File: config.mk
export PLATFORM = sky130hd
export DESIGN_NAME = hazard_stall_ctrl
export DESIGN_NICKNAME = d
export VERILOG_FILES = /design/src/rtl/hazard_stall_ctrl.sv
export SDC_FILE = /design/constraint.sdc
export NUM_CORES = 1
export LEC_CHECK = 0
export CAP_MARGIN = 20
export CORE_MARGIN = 2
export CORE_UTILIZATION = 40
export CTS_CLUSTER_DIAMETER = 30
export CTS_CLUSTER_SIZE = 12
export DETAILED_ROUTE_END_ITERATION = 12
export HOLD_SLACK_MARGIN = 0.12
export PLACE_DENSITY_LB_ADDON = 0.15
export SETUP_SLACK_MARGIN = 0.15
export SLEW_MARGIN = 20
export SYNTH_ARGS = -nofsm -noshare
export SYNTH_HDL_FRONTEND = slang
export SYNTH_SLANG_ARGS = --single-unit
File: constraint.sdc
create_clock -name i_clk -period 4.8 [get_ports i_clk]
set_input_delay 0.48 -clock i_clk [delete_from_list [all_inputs] [get_ports i_clk]]
set_output_delay 0.48 -clock i_clk [all_outputs]
set_load 0.1 [all_outputs]
File: src/rtl/hazard_stall_ctrl.sv
// ---------------------------------------------------------------------------
// hazard_stall_ctrl
//   Stall/flush controller for the 5-stage core. It handles the hazards that
//   EX forwarding cannot cover:
//   - load-use: freeze PC and IF/ID, and inject an ID/EX bubble;
//   - slow data memory: hold the whole pipeline until dmem ready, and abort
//     after TIMEOUT wait cycles;
//   - taken branch: flush IF/ID and ID/EX.
//   It also keeps a saturating stall-cycle counter and a sticky timeout flag.
//
// Ports
//   i_clk, i_rst_n      clock, async active-low reset
//   i_ifid_rs1/rs2      source regs of the instruction in ID
//   i_idex_rd           dest reg of the instruction in EX
//   i_idex_memread      EX instruction is a load
//   i_exmem_memread     MEM-stage load
//   i_exmem_memwrite    MEM-stage store
//   i_dmem_ready        data memory completes its access this cycle
//   i_branch_taken      EX resolved a taken branch/jump
//   o_pc_write          PC update enable
//   o_ifid_write        IF/ID enable
//   o_idex_bubble       load NOP into ID/EX
//   o_ifid_flush        load NOP into IF/ID
//   o_exmem_hold        freeze EX/MEM, MEM/WB, ID/EX
//   o_stall_count       cycles with pc_write low (saturating)
//   o_mem_err           sticky memory-timeout flag
// ---------------------------------------------------------------------------
module hazard_stall_ctrl #(
  parameter int REG_WIDTH = 5,
  parameter int CNT_WIDTH = 16,
  parameter int TIMEOUT   = 16
) (
  input  logic                 i_clk,
  input  logic                 i_rst_n,
  input  logic [REG_WIDTH-1:0] i_ifid_rs1,
  input  logic [REG_WIDTH-1:0] i_ifid_rs2,
  input  logic [REG_WIDTH-1:0] i_idex_rd,
  input  logic                 i_idex_memread,
  input  logic                 i_exmem_memread,
  input  logic                 i_exmem_memwrite,
  input  logic                 i_dmem_ready,
  input  logic                 i_branch_taken,
  output logic                 o_pc_write,
  output logic                 o_ifid_write,
  output logic                 o_idex_bubble,
  output logic                 o_ifid_flush,
  output logic                 o_exmem_hold,
  output logic [CNT_WIDTH-1:0] o_stall_count,
  output logic                 o_mem_err
);

  localparam int WC_W = (TIMEOUT > 1) ? $clog2(TIMEOUT) : 1;
  localparam logic [WC_W-1:0] WC_LAST = WC_W'(TIMEOUT - 1);

  typedef enum logic [1:0] {RUN, MEM_WAIT, ABORT} state_t;

  state_t               r_state, w_state_nxt;
  logic [WC_W-1:0]      r_wait_cnt, w_wait_cnt_nxt;
  logic                 r_mem_err, w_mem_err_nxt;
  logic [CNT_WIDTH-1:0] r_stall_cnt;

  logic w_mem_acc, w_lu, w_hold;
  logic w_pc_write, w_ifid_write, w_idex_bubble, w_ifid_flush, w_exmem_hold;

  assign w_mem_acc = i_exmem_memread | i_exmem_memwrite;
  assign w_lu      = i_idex_memread && (i_idex_rd != '0) &&
                     ((i_idex_rd == i_ifid_rs1) || (i_idex_rd == i_ifid_rs2));
  // ABORT lets the timed-out access retire, even if it still looks pending.
  assign w_hold    = (r_state != ABORT) && w_mem_acc && !i_dmem_ready;

  // -------------------------------------------------------------------------
  // FSM
  // -------------------------------------------------------------------------
  always_ff @(posedge i_clk or negedge i_rst_n) begin
    if (!i_rst_n) begin
      r_state    <= RUN;
      r_wait_cnt <= '0;
      r_mem_err  <= 1'b0;
    end else begin
      r_state    <= w_state_nxt;
      r_wait_cnt <= w_wait_cnt_nxt;
      r_mem_err  <= w_mem_err_nxt;
    end
  end

  always_comb begin
    w_state_nxt    = r_state;
    w_wait_cnt_nxt = r_wait_cnt;
    w_mem_err_nxt  = r_mem_err;
    case (r_state)
      RUN: begin
        if (w_mem_acc && !i_dmem_ready) begin
          w_state_nxt    = MEM_WAIT;
          w_wait_cnt_nxt = '0;
        end
      end
      MEM_WAIT: begin
        if (i_dmem_ready) begin
          w_state_nxt = RUN;
        end else if (r_wait_cnt == WC_LAST) begin
          w_state_nxt   = ABORT;
          w_mem_err_nxt = 1'b1;
        end else begin
          w_wait_cnt_nxt = r_wait_cnt + 1'b1;
        end
      end
      ABORT:   w_state_nxt = RUN;
      default: w_state_nxt = RUN;
    endcase
  end

  // -------------------------------------------------------------------------
  // Output rules, in priority order: hold, branch, load-use, default.
  // Reset forces a safe "squash everything" pattern asynchronously.
  // -------------------------------------------------------------------------
  always_comb begin
    w_pc_write    = 1'b1;
    w_ifid_write  = 1'b1;
    w_idex_bubble = 1'b0;
    w_ifid_flush  = 1'b0;
    w_exmem_hold  = 1'b0;
    if (!i_rst_n) begin
      w_pc_write    = 1'b0;
      w_ifid_write  = 1'b0;
      w_idex_bubble = 1'b1;
      w_ifid_flush  = 1'b1;
    end else if (w_hold) begin
      // Branch and load-use wait: EX is frozen, so their inputs stay put.
      w_exmem_hold  = 1'b1;
      w_pc_write    = 1'b0;
      w_ifid_write  = 1'b0;
    end else if (i_branch_taken) begin
      // The dependent instruction is squashed, so load-use does not matter.
      w_ifid_flush  = 1'b1;
      w_idex_bubble = 1'b1;
    end else if (w_lu) begin
      w_pc_write    = 1'b0;
      w_ifid_write  = 1'b0;
      w_idex_bubble = 1'b1;
    end
  end

  // -------------------------------------------------------------------------
  // Saturating stall counter
  // -------------------------------------------------------------------------
  always_ff @(posedge i_clk or negedge i_rst_n) begin
    if (!i_rst_n)
      r_stall_cnt <= '0;
    else if (!w_pc_write && (r_stall_cnt != '1))
      r_stall_cnt <= r_stall_cnt + 1'b1;
  end

  assign o_pc_write    = w_pc_write;
  assign o_ifid_write  = w_ifid_write;
  assign o_idex_bubble = w_idex_bubble;
  assign o_ifid_flush  = w_ifid_flush;
  assign o_exmem_hold  = w_exmem_hold;
  assign o_stall_count = r_stall_cnt;
  assign o_mem_err     = r_mem_err;

endmodule

# --- Word level (Yosys, flattened, before mapping) ---
# Cells that the tools add are included.
totals:
  reg_bits: 23
  elab_cells: 54
op_classes:
  n_addsub: 2
  n_eq_ne: 10
  n_mux: 21
  bitwise: 2
  n_reduce_logical: 15
op_table:
  columns: ["operator", "n"]
  rows:
  - ["adder 16 x 1 -> 16 bit (second input constant)", 1]
  - ["inequality test 16 bit (second input constant)", 1]
  - ["two-way mux 1 bit", 13]
  - ["two-way mux 4 bit", 3]
  - ["== test 5 bit", 2]
  - ["inequality test 2 bit (second input constant)", 4]
  - ["case mux 4 bit (2 select lines)", 1]
  - ["logical AND 1 bit", 6]
  - ["two-way mux 2 bit", 3]
  - ["nonzero test 5 bit", 1]
  - ["adder 4 x 1 -> 4 bit (second input constant)", 1]
  - ["== test 4 bit (second input constant)", 1]
  - ["case mux 2 bit (2 select lines)", 1]
  - ["AND reduction 4 bit", 1]
  - ["inequality test 3 bit (second input constant)", 1]
  - ["AND reduction 3 bit", 1]
  - ["== test 2 x 1 -> 1 bit (second input constant)", 1]
  - ["zero test 1 bit", 2]
  - ["zero test 2 bit", 1]
  - ["AND reduction 2 bit", 1]
  - ["nonzero test 2 bit", 1]
  - ["logical OR 1 bit", 1]
  - ["inverter 1 bit", 1]
  - ["bitwise OR 1 bit", 1]

# --- Longest topological paths before layout ---
depth:
  word_depth: 9
  mapped_depth: 8
  mapped_depth_nobuf: 7

# --- Worst setup path before layout ---
# No wires, ideal clock.
synth_path:
  kind: "input-to-output"
  from: "input i_exmem_memwrite"
  to: "output o_idex_bubble"
  arrival_ns: 3.588
  setup_slack_ns: 0.732
  cell_stages: 4
  path_cell_list: "o21bai_1 -> a21oi_1 -> o21ai_0 -> or2_2"
synth_between:
  elab_chain_len: 5
synth_rtl:
  columns: ["item", "line_no", "rtl"]
  rows:
  - ["from (decl)", "40", "input logic i_exmem_memwrite,"]
  - ["bitwise OR 1 bit", "65", "assign w_mem_acc = i_exmem_memread | i_exmem_memwrite;"]
  - ["logical AND 1 bit (2 in a row)", "69", "assign w_hold = (r_state != ABORT) && w_mem_acc && !i_dmem_ready;"]
  - ["two-way mux 1 bit", "127", "end else if (w_hold) begin"]
  - ["two-way mux 1 bit", "122", "if (!i_rst_n) begin"]
  - ["to (decl)", "45", "output logic o_idex_bubble,"]
# Every way passes these cells.

# --- Worst setup path after layout ---
layout_path:
  from: "input i_idex_rd[1]"
  to: "output o_idex_bubble"
layout_between:
  elab_chain_len: 7
  elab_cells_between_ends: 10
  classes_between: "2 x eq/ne; 4 x mux; 4 x reduce/logical"
layout_rtl:
  columns: ["item", "line_no", "rtl"]
  rows:
  - ["from (decl)", "37", "input logic [REG_WIDTH-1:0] i_idex_rd,"]
  - ["== test 5 bit or nonzero test 5 bit (tied branches)", "67, 66", null]
  - ["logical OR 1 bit or logical AND 1 bit (tied branches)", "67, 66", null]
  - ["logical AND 1 bit (*)", "66", "assign w_lu = i_idex_memread && (i_idex_rd != '0) &&"]
  - ["two-way mux 1 bit (*)", "136", "end else if (w_lu) begin"]
  - ["two-way mux 1 bit (*)", "132", "end else if (i_branch_taken) begin"]
  - ["two-way mux 1 bit (*)", "127", null]
  - ["two-way mux 1 bit (*)", "122", null]
# Mark *: on every way between the ends. The rest lies on a longest branch, timed or not.

==> flow_summary_export.csv <==
group,metric,value,unit
timing,worst_hold_slack,372.2,ps
pwr,p_per_area,640.0,nW/um^2
clocking,insertion_delay,310,ps
logic_synthesis,async_reset_ff_share,100.0,%
setup_path,cp_data_required_time,4320,ps
setup_path,critical-path-top-cell-by-count,"clkdlybuf4s50_1",
logic_synthesis,synthTopCellsByArea,"dfrtp_1 (42%), xor2_1 (15%), nor3_2 (5.9%)",
route,routed_via_density,5.099,
floorplan,total_die_area,3889,sq um
clocking,clock-root-buffer,"clkbuf_4",
grt,grt.overflow.total,0,
logic_synthesis,synth.mux.area_fraction,2.388,%
timing,min_period_over_period,71.92,%
logic_synthesis,yosysMostFrequentCell,"xor2_1",
logic_synthesis,synthAdderAreaFrac,1.837,%
setup_path,worstPathArrival,2970,ps
clocking,post_cts_hold_buffer_count,0,
run_status,result_of_the_run,"completed",
clocking,max_root_sink_buffers,2,
setup_path,cp_slowest_stage_delay,970,ps
grt,groute.usage.overall,16.05,%
placed_design,numPortBuffers,43,
logic_synthesis,synth_seq_cells,23,
timing,setup_repair_after_global_routing_missed_its_margin,"false",
placed_design,finalWeightedCongestion,0.8473,
grt,first_pass_grt_wire_length,5071,um
logic_synthesis,netlist_instances,130,
route,detailroute.via_count,1132,
floorplan,floorplan.rows,21,
layout,layout.cell_area.non_filler,1853,sq um
clocking,cts_clock_pin_slew_for_the_worst_setup_and_hold_paths,120,ps
route,drt_pre_antenna_iters,4,
floorplan,die_w,62.37,um
layout,drive_above_1_share,13.07,%
logic_synthesis,synth_top_cells_by_count,"xor2_1 (24), dfrtp_1 (23), nor2_1 (9)",
logic_synthesis,netlist_area,1363,sq um
timing,slew-limit-headroom,34.52,%
logic_synthesis,seq_area_frac_synth,42.24,%
timing,report.final.slew_viol_count,0,
grt,first_global_vias,1167,
route,post-route-drc-count,0,
logic_synthesis,yosys_warnings,0,
logic_synthesis,synth_area_per_cell,10.48,sq um
timing,fin_setup_tns,0,ps
floorplan,boundaryPins,44,
logic_synthesis,edff_count_synth,0,
placed_design,preCtsSetupSlack,1324,ps
logic_synthesis,post_synthesis_share_of_cell_area_spent_on_xor_and_xnor_gates,15.43,%
layout,finish.cell_count_without_fillers,222,
setup_path,crit_slowest_cell,"clkdlybuf4s50_1",
setup_path,crit_fanout,3,
pwr,design_power_total,1.186,mW
floorplan,core-area,3311,sq um
placed_design,total_half_perimeter_wirelength_after_legalization_and_detailed_placement,2263,um
clocking,cts_made_buffers,3,
logic_synthesis,synth_top_area_cell,"dfrtp_1",
layout,final_util,55.97,%
timing,clock.fmax,289.7,MHz
logic_synthesis,synth_top_cell_area_share,42.24,%
clocking,clock_sinks,23,
setup_path,crit_buf_inv,2,
setup_path,category_of_the_critical_setup_timing_path,"in2out",
setup_path,end_kind,"output port",
floorplan,initial_util,41.16,%
route,final_wirelength,2837,um
logic_synthesis,postSynthNetCount,154,
clocking,htree_num_levels,1,
timing,finalHoldViolations,0,
route,drc_marker_count_from_the_first_detailed_route_iteration,37,
timing,final.setup.worst_slack,1348,ps
logic_synthesis,dominantRegCellSynth,"dfrtp_1",
logic_synthesis,synth_top_family_by_area,"simple AND/OR/NAND/NOR gates",
clocking,cts_repair_resize_count,0,
layout,num_antenna_cells,0,
grt,grt_start_max_net_pins,22,
placed_design,placed_cells,218,
setup_path,cpLargestDelayFamily,"buffers and inverters",
grt,antenna_found_initial,0,
logic_synthesis,synth_compound_gate_area_share,6.061,%
clocking,cts_tree,"done",
timing,final_period_minus_worst_setup_slack,3452,ps
placed_design,placement.cell_area,1827,sq um
pwr,p_leak,0.7405,nW
floorplan,die_h,62.37,um
run,timing.max_cap.violations,0,
route,postRouteAntennaNets,0,
route,routedWlPerCell,12.78,um
clocking,postCtsSetupBuffers,0,
timing,fin_skew,2.228,ps
setup_path,startpoint_type,"primary input",
layout,synthToLayoutAreaGrowth,36.00,%
timing,tightestPinTransition,979.1,ps
worst_hold_path,hold_path_class,"in2async",
logic_synthesis,synth.distinct_cells,37,
pwr,highest_ir_drop_seen_on_vdd,0.0002650,V
setup_path,cp_cell_sequence,"clkdlybuf4s50_1 -> or4_1 -> o21ai_1 -> nor3_1 -> or2_2 -> clkdlybuf4s50_1",
logic_synthesis,synthSimpleGateAreaFrac,28.74,%
layout,layout.filler_cells,317,
timing,setup_violations,0,
layout,design.final.nets,201,
[final cells by class]
type / instances / area, sq um / share of cell area (%)
clock buffers: 4 / 26.28 / 1.418
repair buffers: 45 / 440.4 / 23.77
inverters: 3 / 11.26 / 0.6077
well taps: 46 / 57.56 / 3.106
flip-flops and latches: 23 / 575.6 / 31.06
multi-input cells: 101 / 742.0 / 40.04
[worst paths after layout]
| path | slack [ps] | cells after the start | startpoint | endpoint |
|---|---|---|---|---|
| worst max register to register | 2630 | 7 | o_stall_count[0] | o_stall_count[1] |
| worst max-delay path | 1350 | 6 | i_idex_rd[1] | o_idex_bubble |
| max in group asynchronous | 3900 | 2 | i_rst_n | o_stall_count[5] |
| worst min register to register | 490 | 1 | o_mem_err | o_mem_err |
| worst min-delay path | 370 | 1 | i_rst_n | r_state[1] |
| min in group i_clk | 490 | 1 | o_mem_err | o_mem_err |
[where the power goes]
part	internal (mW)	switching, mW
Sequential	0.259	0.0938
Combinational	0.184	0.560
Clock	0.0324	0.0571
[kinds of logic (layout without fill, tap and decap cells)]
kind of cell | count (synthesis) | count (layout)
xor+xnor | 24 | 24
simple gates | 59 | 59
flops | 23 | 23
mux | 3 | 3
buf+inv | 6 | 52
compound gates | 13 | 13
fa+ha+maj | 2 | 2
[flip-flops by register name (all words and copies together), names as in the netlist]
name / cells
o_mem_err: 1
r_state: 2
o_stall_count: 16
r_wait_cnt: 4
[cell usage in the layout, fill, tap and decap left out, types with 4 or more instances in the layout]
cell type        netlist  final
buf_4                  1      4
nand3_1                8      8
nor2_1                 9      9
nand4_1                6      6
xor2_1                24     24
nor3_2                 8      8
clkdlybuf4s50_1        0     41
nand2_1                8      8
o21ai_0                4      4
dfrtp_1               23     23
[layer usage]
metal	track usage (%)	share of wire, %
met4	5.000	0.67
met5	0	0
met2	29.35	51
met1	19.30	44
met3	2.536	4.6
Power figures use the tool's default switching activity.
